--- src/rtl/pipe_hazard_ctrl.sv ---
// Pipeline sequencing controller for the five-stage MIPS core.
// Ports: clk, rst (sync, active high); ID/EX hazard fields id_rs,
//   id_rt, id_uses_rt, ex_rt, ex_MemRead; branch_taken; dmem_req,
//   dmem_ready; stage controls pc_hold, ifid_hold, ifid_flush,
//   idex_bubble, idex_hold, exmem_hold, memwb_bubble; timeout_err
//   (sticky); stall_cnt (saturating count of pc_hold cycles).
module pipe_hazard_ctrl #(
    parameter int MEM_TIMEOUT = 64,
    parameter int CNT_W       = 16
) (
    input  logic             clk,
    input  logic             rst,
    input  logic [4:0]       id_rs,
    input  logic [4:0]       id_rt,
    input  logic             id_uses_rt,
    input  logic [4:0]       ex_rt,
    input  logic             ex_MemRead,
    input  logic             branch_taken,
    input  logic             dmem_req,
    input  logic             dmem_ready,
    output logic             pc_hold,
    output logic             ifid_hold,
    output logic             ifid_flush,
    output logic             idex_bubble,
    output logic             idex_hold,
    output logic             exmem_hold,
    output logic             memwb_bubble,
    output logic             timeout_err,
    output logic [CNT_W-1:0] stall_cnt
);

    typedef enum logic [1:0] {RUN, MEMWAIT, ERR} state_t;

    localparam logic [15:0] WAIT_LAST = 16'(MEM_TIMEOUT - 1);

    state_t      state;
    logic [15:0] wait_cnt;
    logic        load_use;
    logic        mem_stall;
    logic        freeze;
    logic        squash;
    logic        lu_stall;

    assign load_use = ex_MemRead && (ex_rt != 5'd0) &&
                      ((ex_rt == id_rs) ||
                       (id_uses_rt && (ex_rt == id_rt)));

    // A dropped request counts as completion, so only req&&!ready waits.
    assign mem_stall = dmem_req && !dmem_ready;

    always_comb begin
        freeze   = 1'b0;
        squash   = 1'b0;
        lu_stall = 1'b0;
        if (!rst) begin
            unique case (state)
                RUN: begin
                    if (mem_stall)
                        freeze = 1'b1;
                    else if (branch_taken)
                        squash = 1'b1;
                    else if (load_use)
                        lu_stall = 1'b1;
                end
                MEMWAIT: freeze = mem_stall;
                ERR:     freeze = 1'b1;
                default: freeze = 1'b1;
            endcase
        end
    end

    // Reset presents a bubble to ID/EX and MEM/WB so nothing commits.
    assign pc_hold      = freeze | lu_stall;
    assign ifid_hold    = freeze | lu_stall;
    assign ifid_flush   = squash;
    assign idex_bubble  = rst | squash | lu_stall;
    assign idex_hold    = freeze;
    assign exmem_hold   = freeze;
    assign memwb_bubble = rst | freeze;

    // Falling edge: the same edge the pipeline registers load on.
    always_ff @(negedge clk) begin
        if (rst) begin
            state       <= RUN;
            wait_cnt    <= 16'd0;
            timeout_err <= 1'b0;
            stall_cnt   <= '0;
        end else begin
            if (pc_hold && (stall_cnt != '1))
                stall_cnt <= stall_cnt + 1'b1;
            unique case (state)
                RUN: begin
                    if (mem_stall) begin
                        state    <= MEMWAIT;
                        wait_cnt <= 16'd1;
                    end
                end
                MEMWAIT: begin
                    if (!mem_stall) begin
                        state    <= RUN;
                        wait_cnt <= 16'd0;
                    end else if (wait_cnt == WAIT_LAST) begin
                        state       <= ERR;
                        timeout_err <= 1'b1;
                    end else begin
                        wait_cnt <= wait_cnt + 16'd1;
                    end
                end
                ERR:     timeout_err <= 1'b1;
                default: state <= ERR;
            endcase
        end
    end

endmodule
--- config.mk ---
export PLATFORM = sky130hd
export DESIGN_NAME = pipe_hazard_ctrl
export DESIGN_NICKNAME = d
export VERILOG_FILES = /design/src/rtl/pipe_hazard_ctrl.sv
export SDC_FILE = /design/constraint.sdc
export NUM_CORES = 1
export LEC_CHECK = 0
export ABC_AREA = 1
export BUFFER_PORTS_ARGS = -buffer_cell sky130_fd_sc_hd__buf_2
export CAP_MARGIN = 20
export CORE_ASPECT_RATIO = 1.1
export CORE_MARGIN = 1
export CORE_UTILIZATION = 25
export CTS_CLUSTER_DIAMETER = 40
export CTS_CLUSTER_SIZE = 24
export DETAILED_ROUTE_END_ITERATION = 7
export PLACE_DENSITY_LB_ADDON = 0.2
export SETUP_SLACK_MARGIN = 0.4
export SLEW_MARGIN = 20
export SYNTH_ARGS = -nofsm -noshare
export SYNTH_HDL_FRONTEND = slang
export SYNTH_SLANG_ARGS = --single-unit
--- constraint.sdc ---
create_clock -name clk -period 4.15 [get_ports clk]
set_input_delay 0.415 -clock clk [delete_from_list [all_inputs] [get_ports clk]]
set_output_delay 0.415 -clock clk [all_outputs]
set_load 0.005 [all_outputs]
== Word level (Yosys, flattened, before mapping) ==
Cells that the tools add are included.

* $add $sub $neg: 2
* Equality and inequality tests: 11
* Multiplexer cells: 23
* Bitwise logic cells: 5
* Reduce and logical (&&, ||, !) cells: 14

{| class="wikitable"
|+ Operators by type and width
! operator !! number
|-
| 16-bit 2-to-1 mux || 3
|-
| 16-bit by 1-bit adder with 16-bit output, second input constant || 2
|-
| 16-bit case mux with 2 select lines || 1
|-
| 16-bit by 6-bit equality test with 1-bit output, second input constant || 1
|-
| 16-bit inequality test, second input constant || 1
|-
| 1-bit 2-to-1 mux || 13
|-
| 5-bit equality test || 2
|-
| 3-bit AND reduction || 3
|-
| 2-bit 2-to-1 mux || 3
|-
| 2-bit inequality test, second input constant || 3
|-
| 3-bit inequality test, second input constant || 2
|-
| 2-bit case mux with 3 select lines || 1
|-
| 1-bit logical AND || 5
|-
| 5-bit nonzero test || 1
|-
| 1-bit bitwise OR || 4
|-
| 1-bit case mux with 2 select lines || 2
|-
| 2-bit nonzero test || 2
|-
| 2-bit by 1-bit equality test with 1-bit output, second input constant || 1
|-
| 2-bit equality test, second input constant || 1
|-
| 2-bit zero test || 1
|-
| 1-bit zero test || 1
|-
| 1-bit logical OR || 1
|-
| 1-bit NOT || 1
|}

* Register bits after elaboration: 35
* Bits of input ports: 22
* Logic and storage cells: 59

== Depth between registers and ports, before layout ==
Gate-level depths: netlist (run 1).

* Depth after elaboration: 11
* Gate-level depth with buffers: 12
* Depth with buffers taken out: 11

==> results of run 1 <==
sequential cells by signal (all words and copies together), names as in the netlist:
signal and cells:
stall_cnt 16, wait_cnt 16, state 2, timeout_err 1
worst max-delay path, stage by stage, from the launching register on:
cell	delay, ns
dfxtp_2	0.32
inv_2	0.06
nand2_2	0.05
nor2_4	0.08
nand3_1	0.07
nor2_1	0.10
nand2_1	0.10
nand2_4	0.12
buf_6	0.11
cells in the final DEF (no fill, tap or decap), types with 2 or more instances in the layout:
cell type  count
a21oi_1       26
a21oi_2        9
buf_2         43
buf_4         13
buf_6          2
clkbuf_8       5
dfxtp_1       33
dfxtp_2        2
ha_1           2
inv_1         80
inv_2          5
nand2_1      108
nand2_2        3
nand2_4        2
nand3_1       37
nand3b_1       2
nand4_1       18
nor2_1        33
nor2_2         4
nor2_4         4
nor3_1        11
o21ai_0        3
xnor2_1        3
xor2_1        12
stage by stage:
stage | util, % | worst slack (ns) | instances | hold WS, ns
2_1_floorplan | - | 0.407 | 385 | 0.452
3_3_place_gp | 29.6 | 0.287 | 541 | 0.465
3_5_place_dp | 29.6 | 0.241 | 541 | 0.471
4_1_cts | 32.9 | 0.244 | 588 | 0.477
5_1_grt | 33.0 | 0.188 | 589 | 0.508
6_report | 33.0 | 0.281 | 589 | 0.471
per-layer routing:
layer	GRT usage, %	share of wire, %
met1	16.0	43
met2	25.7	52
met3	3.39	3.7
met4	7.14	1.6
met5	0	0
power by group through the flow:
stage               Sequential (mW)  Clock [mW]  Combinational (mW)
floorplan                     0.348      0.0530              0.0453
global placement              0.349      0.0530              0.0728
detailed placement            0.349      0.0530              0.0733
CTS                           0.344       0.475              0.0809
global route                  0.344       0.503              0.0904
finish                        0.344       0.448              0.0810
how the worst max path moves through the flow:
stage	endpoint	cells past startpoint	start
6_report	ifid_hold	8	state[0]
2_1_floorplan	pc_hold	9	state[1]
5_1_grt	ifid_hold	8	state[0]
3_3_place_gp	stall_cnt[3]	11	dmem_req
3_5_place_dp	wait_cnt[0]	11	dmem_req
4_1_cts	ifid_hold	8	state[0]
logic make-up after synthesis:
logic type / Yosys count / share of synthesized area [%]
AND/OR/NAND/NOR: 226 / 43.1
flip-flops: 35 / 28.8
AO/OA/AOI/OAI: 43 / 10.6
buffers and inverters: 64 / 11.1
XOR/XNOR: 15 / 5.39
adder cells (fa/ha/maj): 2 / 1.03
Yosys cell counts (2+ instances only):
library cell / n
nand2_1: 110
xor2_1: 12
buf_4: 3
nand4_1: 18
nor3_1: 11
nor2_4: 3
o21ai_0: 3
clkbuf_1: 4
nor2_2: 4
a21oi_1: 27
nand3b_1: 2
inv_2: 4
nor2_1: 34
buf_6: 2
inv_1: 47
buf_2: 2
xnor2_1: 3
ha_1: 2
a21oi_2: 9
nand2_4: 2
nand3_1: 37
dfxtp_1: 35
layout make-up:
| type | count | area (um2) | area share (%) |
|---|---|---|---|
| multi-input cells | 286 | 1490 | 47.9 |
| flip-flops and latches | 35 | 703 | 22.6 |
| repair buffers | 58 | 335 | 10.8 |
| inverters | 51 | 193 | 6.20 |
| clock inverters | 37 | 170 | 5.48 |
| well taps | 117 | 146 | 4.71 |
| clock buffers | 5 | 68.8 | 2.22 |
what timing repair did:
item	CTS	global route
buffers inserted	6	1
setup endpoints to repair	6	6
pin swaps	8	4
gates resized for setup	10	1
hold buffers	0	0
==> flow_metrics.env, run 1 <==
export IMPL_netlist_cell_type_count=33
export IMPL_dp_final_hpwl_um=4940
export IMPL_arrival_ns=3.45
export IMPL_fp_row_count=37
export IMPL_clk_latency_ns=0.36
export IMPL_fin_setup_tns_ns=0
export IMPL_grt_overflow_total=0
export IMPL_post_synthesis_instance_area_mm2=0.00244
export IMPL_netlist_top_cell_by_area="dfxtp_1"
export IMPL_clock_sinks=35
export IMPL_hold_path_end="wait_cnt[14]"
export IMPL_cts_root_buf="clkbuf_8"
export IMPL_layout_drive_gt1_share_pct=21.2
export IMPL_num_fill_cells=1067
export IMPL_timing_clock_skew_ns=0.0176
export IMPL_worst_r2r_startpoint="wait_cnt[0]"
export IMPL_insertedDiodeCount=0
export IMPL_drt_vias_per_instance=4.61
export IMPL_num_vias=2716
export IMPL_syn_to_final_growth_pct=27.5
export IMPL_power_density_cell_area_mw_per_mm2=281
export IMPL_cellLeakagePower_nw=1.42
export IMPL_regToRegEndpoint="wait_cnt[6]"
export IMPL_initial_utilization_pct=25.9
export IMPL_die_area_mm2=0.0101
export IMPL_asyncSetResetFlopFracSynth_pct=0
export IMPL_hold_viol=0
export IMPL_critical_path_class="flop to output pin"
export IMPL_mappedNetlistNets=409
export IMPL_grt_pass1_vias=2689
export IMPL_p_int_mw=0.595
export IMPL_regToRegSetupSlack_ns=2.29
export IMPL_remaining_drc_errors=0
export IMPL_setup_violators_final=0
export IMPL_grt_max_degree=32
export IMPL_max_cap_violations=0
export IMPL_worst_r2r_cell_count=11
export IMPL_final_nets=496
export IMPL_worstSetupEndpointType="output pin"
export IMPL_yosysTopAreaCellShare_pct=28.8
export IMPL_syn_area_per_cell_um2=6.33
export IMPL_post_synth_main_area_contributors="dfxtp_1 (29%), nand2_1 (17%), nand3_1 (7.6%)"
export IMPL_min_from="wait_cnt[14]"
export IMPL_synth_edf_count=0
export IMPL_ctsLongestPathBuffers=2
export IMPL_totalWireLength_um=6930
export IMPL_cts_reportedPaths_clkPinSlew_ns=0.04
export IMPL_power_switching_fraction_pct=31.9
export IMPL_io_pin_count=46
export IMPL_finish_instance_area_mm2=0.00311
export IMPL_power_net_switching_mw=0.279
export IMPL_die_height_um=106
export IMPL_core_mm2=0.00940
export IMPL_yosys_most_used_dff="dfxtp_1"
export IMPL_critical_path_max_fanout=4
export IMPL_grt_pass1_wl_um=11700
export IMPL_slew_headroom_pct=71.5
export IMPL_placement_cell_area_mm2=0.00278
export IMPL_first_iter_violations=102
export IMPL_synth_warnings=0
export IMPL_clock_power_share_pct=51.3
export IMPL_htree_levels=2
export IMPL_status="completed"
export IMPL_power_combinational_fraction_pct=9.3
export IMPL_tritoncts="built"
export IMPL_global_route_usage_over_all_layers_pct=14.6
export IMPL_drt_pre_antenna_iters=4
export IMPL_total_power_mw=0.873
export IMPL_cts_made_buffers=5
export IMPL_crit_path_start_kind="flop"
export IMPL_wl_per_cell_um=11.8
export IMPL_die_width_um=96.1
export IMPL_gp_congestion=0.825
export IMPL_slew_violations=0
export IMPL_tightest_slew_ns=0.427
export IMPL_critPathRequiredTime_ns=3.73
export IMPL_grt_setup_unrepaired="true"
export IMPL_final_antenna_net_count=0
export IMPL_seq_power_share_pct=39.4
export IMPL_antenna_found_initial=0
export IMPL_max_vdd_ir_drop_mv=0.105
export IMPL_io_buffer_count=45
export IMPL_syn_instance_count=385
export IMPL_min_path_type="flop to flop"
export IMPL_hold_path_cells=2
export IMPL_synth_seq_cells=35
export IMPL_seq_area_frac_synth_pct=28.8
(Power assumes the default switching activity.)
==> inputs of run 2 (changes only) <==
--- a/config.mk
+++ b/config.mk
@@ -10,7 +10,7 @@
 export CAP_MARGIN = 20
 export CORE_ASPECT_RATIO = 1.1
 export CORE_MARGIN = 1
-export CORE_UTILIZATION = 25
+export CORE_UTILIZATION = 50
 export CTS_CLUSTER_DIAMETER = 40
 export CTS_CLUSTER_SIZE = 24
 export DETAILED_ROUTE_END_ITERATION = 7
==> flow_metrics.env, run 2 (synthesis gave the netlist of run 1 again) <==
export IMPL_final_cell_mix="nand2_1 (108), inv_1 (81), buf_2 (43), nand3_1 (36)"
export IMPL_ctsLongestPathBuffers=2
export IMPL_core_mm2=0.00465
export IMPL_hold_path_end="wait_cnt[15]"
export IMPL_max_cap_violations=0
export IMPL_largestRegisters="stall_cnt x16, wait_cnt x16, state x2"
export IMPL_hold_path_cells=2
export IMPL_initial_utilization_pct=52.4
export IMPL_regToRegSetupSlack_ns=2.28
export IMPL_hold_viol=0
export IMPL_layout_drive_gt1_share_pct=20.9
export IMPL_io_pin_count=46
export IMPL_min_path_type="flop to flop"
export IMPL_fp_row_count=26
export IMPL_die_width_um=68.6
export IMPL_wl_per_cell_um=11.9
export IMPL_num_fill_cells=455
export IMPL_cp_common_cell="nand2_2"
export IMPL_cts_hold_buffers=0
export IMPL_status="completed"
export IMPL_cp_slowest_cell="dfxtp_2"
export IMPL_die_height_um=75.2
export IMPL_slew_violations=0
export IMPL_min_from="wait_cnt[15]"
export IMPL_critical_path_max_fanout=3
export IMPL_num_vias=2712
export IMPL_regToRegEndpoint="wait_cnt[3]"
export IMPL_remaining_drc_errors=0
export IMPL_drt_pre_antenna_iters=4
export IMPL_cts_made_buffers=5
export IMPL_gp_congestion=0.814
export IMPL_most_common_library_cell_in_the_layout_ignoring_fill_and_taps="nand2_1"
export IMPL_setup_violators_final=0
export IMPL_final_antenna_net_count=0
export IMPL_arrival_ns=3.42
export IMPL_die_area_mm2=0.00516
export IMPL_grt_pass1_wl_um=9930
export IMPL_worst_r2r_cell_count=11
export IMPL_final_nets=493
export IMPL_critPathRequiredTime_ns=3.73
export IMPL_tritoncts="built"
export IMPL_max_vdd_ir_drop_mv=0.185
export IMPL_antenna_found_initial=0
export IMPL_first_iter_violations=125
export IMPL_totalWireLength_um=6250
export IMPL_clock_sinks=35
export IMPL_critical_path_class="flop to output pin"
export IMPL_crit_path_start_kind="flop"
export IMPL_finish_instance_area_mm2=0.00299
export IMPL_critPathTopFamily="simple AND/OR/NAND/NOR gates"
export IMPL_worstPathBufferInverterCount=2
export IMPL_worstSetupEndpointType="output pin"
export IMPL_fin_setup_tns_ns=0
export IMPL_drt_vias_per_instance=5.16
export IMPL_tightest_slew_ns=0.435
export IMPL_htree_levels=2
export IMPL_crit_path_cell_trace="inv_2, nand2_2, nor2_4, nand3_2, nor2_2, nand2_2, nand2_4, buf_6"
export IMPL_grt_setup_unrepaired="true"
export IMPL_crit_path_max_incr_delay_ns=0.32
export IMPL_cts_reportedPaths_clkPinSlew_ns=0.04
export IMPL_cellLeakagePower_nw=1.39
export IMPL_clk_latency_ns=0.36
export IMPL_syn_to_final_growth_pct=22.7
export IMPL_fin_cells=526
export IMPL_dp_final_hpwl_um=4270
export IMPL_total_power_mw=0.796
export IMPL_slew_headroom_pct=70.8
export IMPL_global_route_usage_over_all_layers_pct=25.9
export IMPL_power_density_cell_area_mw_per_mm2=266
export IMPL_grt_pass1_vias=2436
export IMPL_insertedDiodeCount=0
export IMPL_placement_cell_area_mm2=0.00267
export IMPL_place_inst=476
export IMPL_timing_clock_skew_ns=0.0222
export IMPL_io_buffer_count=45
export IMPL_grt_overflow_total=0
export IMPL_grt_max_degree=31
export IMPL_cts_root_buf="clkbuf_8"
export IMPL_worst_r2r_startpoint="wait_cnt[0]"
[run 2: how the worst max path moves through the flow]
stage	from	to	cells past startpoint
2_1_floorplan	state[1]	pc_hold	9
3_3_place_gp	dmem_ready	stall_cnt[14]	9
3_5_place_dp	dmem_req	wait_cnt[3]	11
4_1_cts	state[0]	pc_hold	8
5_1_grt	state[1]	ifid_hold	8
6_report	state[0]	pc_hold	8
[run 2: cell type report]
| type | count | area [um2] | area share [%] |
|---|---|---|---|
| flip-flops and latches | 35 | 703 | 23.5 |
| well taps | 56 | 70.1 | 2.34 |
| multi-input cells | 287 | 1500 | 50.2 |
| clock inverters | 38 | 145 | 4.86 |
| clock buffers | 5 | 68.8 | 2.30 |
| repair buffers | 54 | 309 | 10.3 |
| inverters | 51 | 193 | 6.45 |
[run 2: metal layers]
metal  vias to the layer above  GRT usage [%]  share of wire (%)
met5                         -              0                  0
met4                         0           17.6                3.2
met3                        20           8.18                4.7
met2                        69           44.8                 50
met1                      1213           26.2                 42
li1                       1410              -                  -
[run 2: metrics by stage]
step	setup slack [ns]	hold slack, ns	util, %
6_report	0.310	0.473	64.3
5_1_grt	0.223	0.510	64.3
4_1_cts	0.327	0.476	63.9
3_5_place_dp	0.274	0.469	57.5
3_3_place_gp	0.308	0.464	57.5
2_1_floorplan	0.407	0.452	-
[run 2: worst min-delay path, stage by stage (launching register included)]
cell and delay, ns:
dfxtp_1 0.31, nand2_1 0.06, a21oi_1 0.05
[run 2: where the power goes]
| part | switching (mW) | internal (mW) |
|---|---|---|
| clock network | 0.218 | 0.158 |
| logic | 0.0473 | 0.0291 |
| registers | 0.00339 | 0.341 |
[run 2: timing repair]
item,in CTS,in global routing
pin swaps,4,1
endpoints found under the hold margin,0,0
gates resized for setup,12,1
cloned,1,0
setup buffers,5,2
setup endpoints to repair,4,4
==> inputs of run 3 (changes only) <==
==> constraint.sdc (replaced) <==
create_clock -name clk -period 4.15 [get_ports clk]
set_input_delay 0.6225 -clock clk [delete_from_list [all_inputs] [get_ports clk]]
set_output_delay 0.6225 -clock clk [all_outputs]
set_load 0.005 [all_outputs]
==> flow_metrics.env, run 3 (synthesis gave the netlist of run 1 again) <==
export IMPL_hold_path_cells=2
export IMPL_worstSetupEndpointType="output pin"
export IMPL_wl_per_cell_um=13.2
export IMPL_critPathRequiredTime_ns=3.53
export IMPL_drt_pre_antenna_iters=5
export IMPL_arrival_ns=3.55
export IMPL_slew_violations=0
export IMPL_gp_congestion=0.867
export IMPL_num_vias=2842
export IMPL_global_route_usage_over_all_layers_pct=27.7
export IMPL_die_height_um=75.2
export IMPL_hold_viol=0
export IMPL_worst_r2r_cell_count=12
export IMPL_io_buffer_count=45
export IMPL_worst_r2r_startpoint="wait_cnt[0]"
export IMPL_hold_path_end="wait_cnt[13]"
export IMPL_clock_sinks=35
export IMPL_layout_drive_gt1_share_pct=29.7
export IMPL_largestRegisters="stall_cnt x16, wait_cnt x16, state x2"
export IMPL_fp_row_count=26
export IMPL_critical_path_class="flop to output pin"
export IMPL_grt_overflow_total=0
export IMPL_critical_path_max_fanout=2
export IMPL_first_iter_violations=335
export IMPL_regToRegEndpoint="wait_cnt[10]"
export IMPL_timing_clock_skew_ns=0.0250
export IMPL_min_from="wait_cnt[13]"
export IMPL_initial_utilization_pct=52.4
export IMPL_status="finished with violations"
export IMPL_setup_violators_final=3
export IMPL_antenna_found_initial=0
export IMPL_pre_cts_ws_ns=0.0871
export IMPL_grt_max_degree=19
export IMPL_postLayoutSetupSlackWorst_ns=-0.0251
export IMPL_ctsLongestPathBuffers=2
export IMPL_dp_final_hpwl_um=4280
export IMPL_die_area_mm2=0.00516
export IMPL_cp_slowest_cell="dfxtp_2"
export IMPL_slew_headroom_pct=69.8
export IMPL_regToRegSetupSlack_ns=2.11
export IMPL_syn_to_final_growth_pct=37.4
export IMPL_die_width_um=68.6
export IMPL_worstPathBufferInverterCount=5
export IMPL_cellLeakagePower_nw=1.56
export IMPL_core_mm2=0.00465
export IMPL_tritoncts="built"
export IMPL_drt_vias_per_instance=5.29
export IMPL_tightest_slew_ns=0.450
export IMPL_placement_cell_area_mm2=0.00271
export IMPL_crit_path_max_incr_delay_ns=0.32
export IMPL_clk_latency_ns=0.36
export IMPL_cp_common_cell="buf_6"
export IMPL_crit_path_start_kind="flop"
export IMPL_htree_levels=2
export IMPL_totalWireLength_um=7110
export IMPL_cts_hold_buffers=0
export IMPL_grt_setup_unrepaired="true"
export IMPL_insertedDiodeCount=0
export IMPL_critPathTopFamily="buffers and inverters"
export IMPL_cts_reportedPaths_clkPinSlew_ns=0.05
export IMPL_finish_instance_area_mm2=0.00335
export IMPL_cts_made_buffers=5
export IMPL_most_common_library_cell_in_the_layout_ignoring_fill_and_taps="nand2_1"
export IMPL_cts_root_buf="clkbuf_8"
export IMPL_min_path_type="flop to flop"
export IMPL_power_density_cell_area_mw_per_mm2=245
export IMPL_final_cell_mix="nand2_1 (91), inv_1 (80), buf_2 (41), nand3_1 (36), dfxtp_1 (33)"
export IMPL_max_vdd_ir_drop_mv=0.178
export IMPL_crit_path_cell_trace="inv_2, nand2_2, nor2_4, buf_6, buf_6, buf_6, nand2_4, nor2_2, buf_2"
export IMPL_final_nets=506
export IMPL_grt_pass1_vias=2581
export IMPL_grt_pass1_wl_um=10700
export IMPL_final_antenna_net_count=0
export IMPL_failed_checks="negative setup slack"
export IMPL_io_pin_count=46
export IMPL_max_cap_violations=0
export IMPL_remaining_drc_errors=0
run 3: changes by cell type in the layout (fill, tap and decap cells not counted), moves of 3 or more:
cell | before | now
nor2_1 | 33 | 30
buf_6 | 3 | 10
buf_4 | 8 | 14
nor2_4 | 4 | 7
nand2_2 | 4 | 9
a21oi_1 | 26 | 14
nand2_4 | 2 | 12
nand2_1 | 108 | 91
a21oi_2 | 9 | 21
run 3: worst max path at each step:
stage | from | endpoint | depth (start not counted)
6_report | state[1] | ifid_flush | 9
5_1_grt | state[0] | pc_hold | 9
4_1_cts | state[0] | ifid_hold | 9
3_5_place_dp | state[1] | ifid_hold | 9
3_3_place_gp | state[1] | pc_hold | 9
2_1_floorplan | state[1] | pc_hold | 9
run 3: final cells by class:
class	instances	area, um2
inverter	51	218
tap	56	70.1
clock inverter	36	135
sequential	35	703
timing repair inverter	1	16.3
clock buffer	5	68.8
timing repair buffer	67	463
fill	389	1310
multi-input combinational	286	1670
run 3: where the power goes:
| part | total [mW] | switching, mW | internal, mW | leakage (nW) |
|---|---|---|---|---|
| clock network | 0.365 | 0.210 | 0.154 | 0.228 |
| logic | 0.112 | 0.0664 | 0.0456 | 1.05 |
| registers | 0.344 | 0.00344 | 0.341 | 0.283 |
run 3: routing by layer:
layer / track usage [%] / wire length (um) / vias up
li1: - / - / 1429
met1: 28.7 / 2960 / 1285
met2: 48.3 / 3600 / 106
met3: 9.39 / 353 / 22
met4: 15.7 / 204 / 0
met5: 0 / 0 / -
run 3: what timing repair did:
action                     CTS  global route
resized for setup           42            37
cloned                       0             1
buffers inserted            10             7
pin swaps                   32            10
setup endpoints to repair    6            38
run 3: through the flow:
step | hold slack, ns | instances | setup TNS (ns) | utilization (%) | power (mW)
floorplan | 0.452 | 385 | 0 | - | 0.447
global placement | 0.463 | 479 | 0 | 58.2 | 0.472
detailed placement | 0.469 | 479 | 0 | 58.2 | 0.473
CTS | 0.472 | 529 | -0.0614 | 66.9 | 0.808
global route | 0.490 | 537 | -0.400 | 71.9 | 0.895
finish | 0.474 | 537 | -0.0478 | 71.9 | 0.821
run 3: worst register-to-register path: cells and delay by family (launching register included):
kind / cells / cell delay [ns]
adder cells (fa/ha/maj): 1 / 0.23
AO/OA/AOI/OAI: 1 / 0.15
flip-flops: 1 / 0.44
AND/OR/NAND/NOR: 7 / 0.84
buffers and inverters: 3 / 0.32
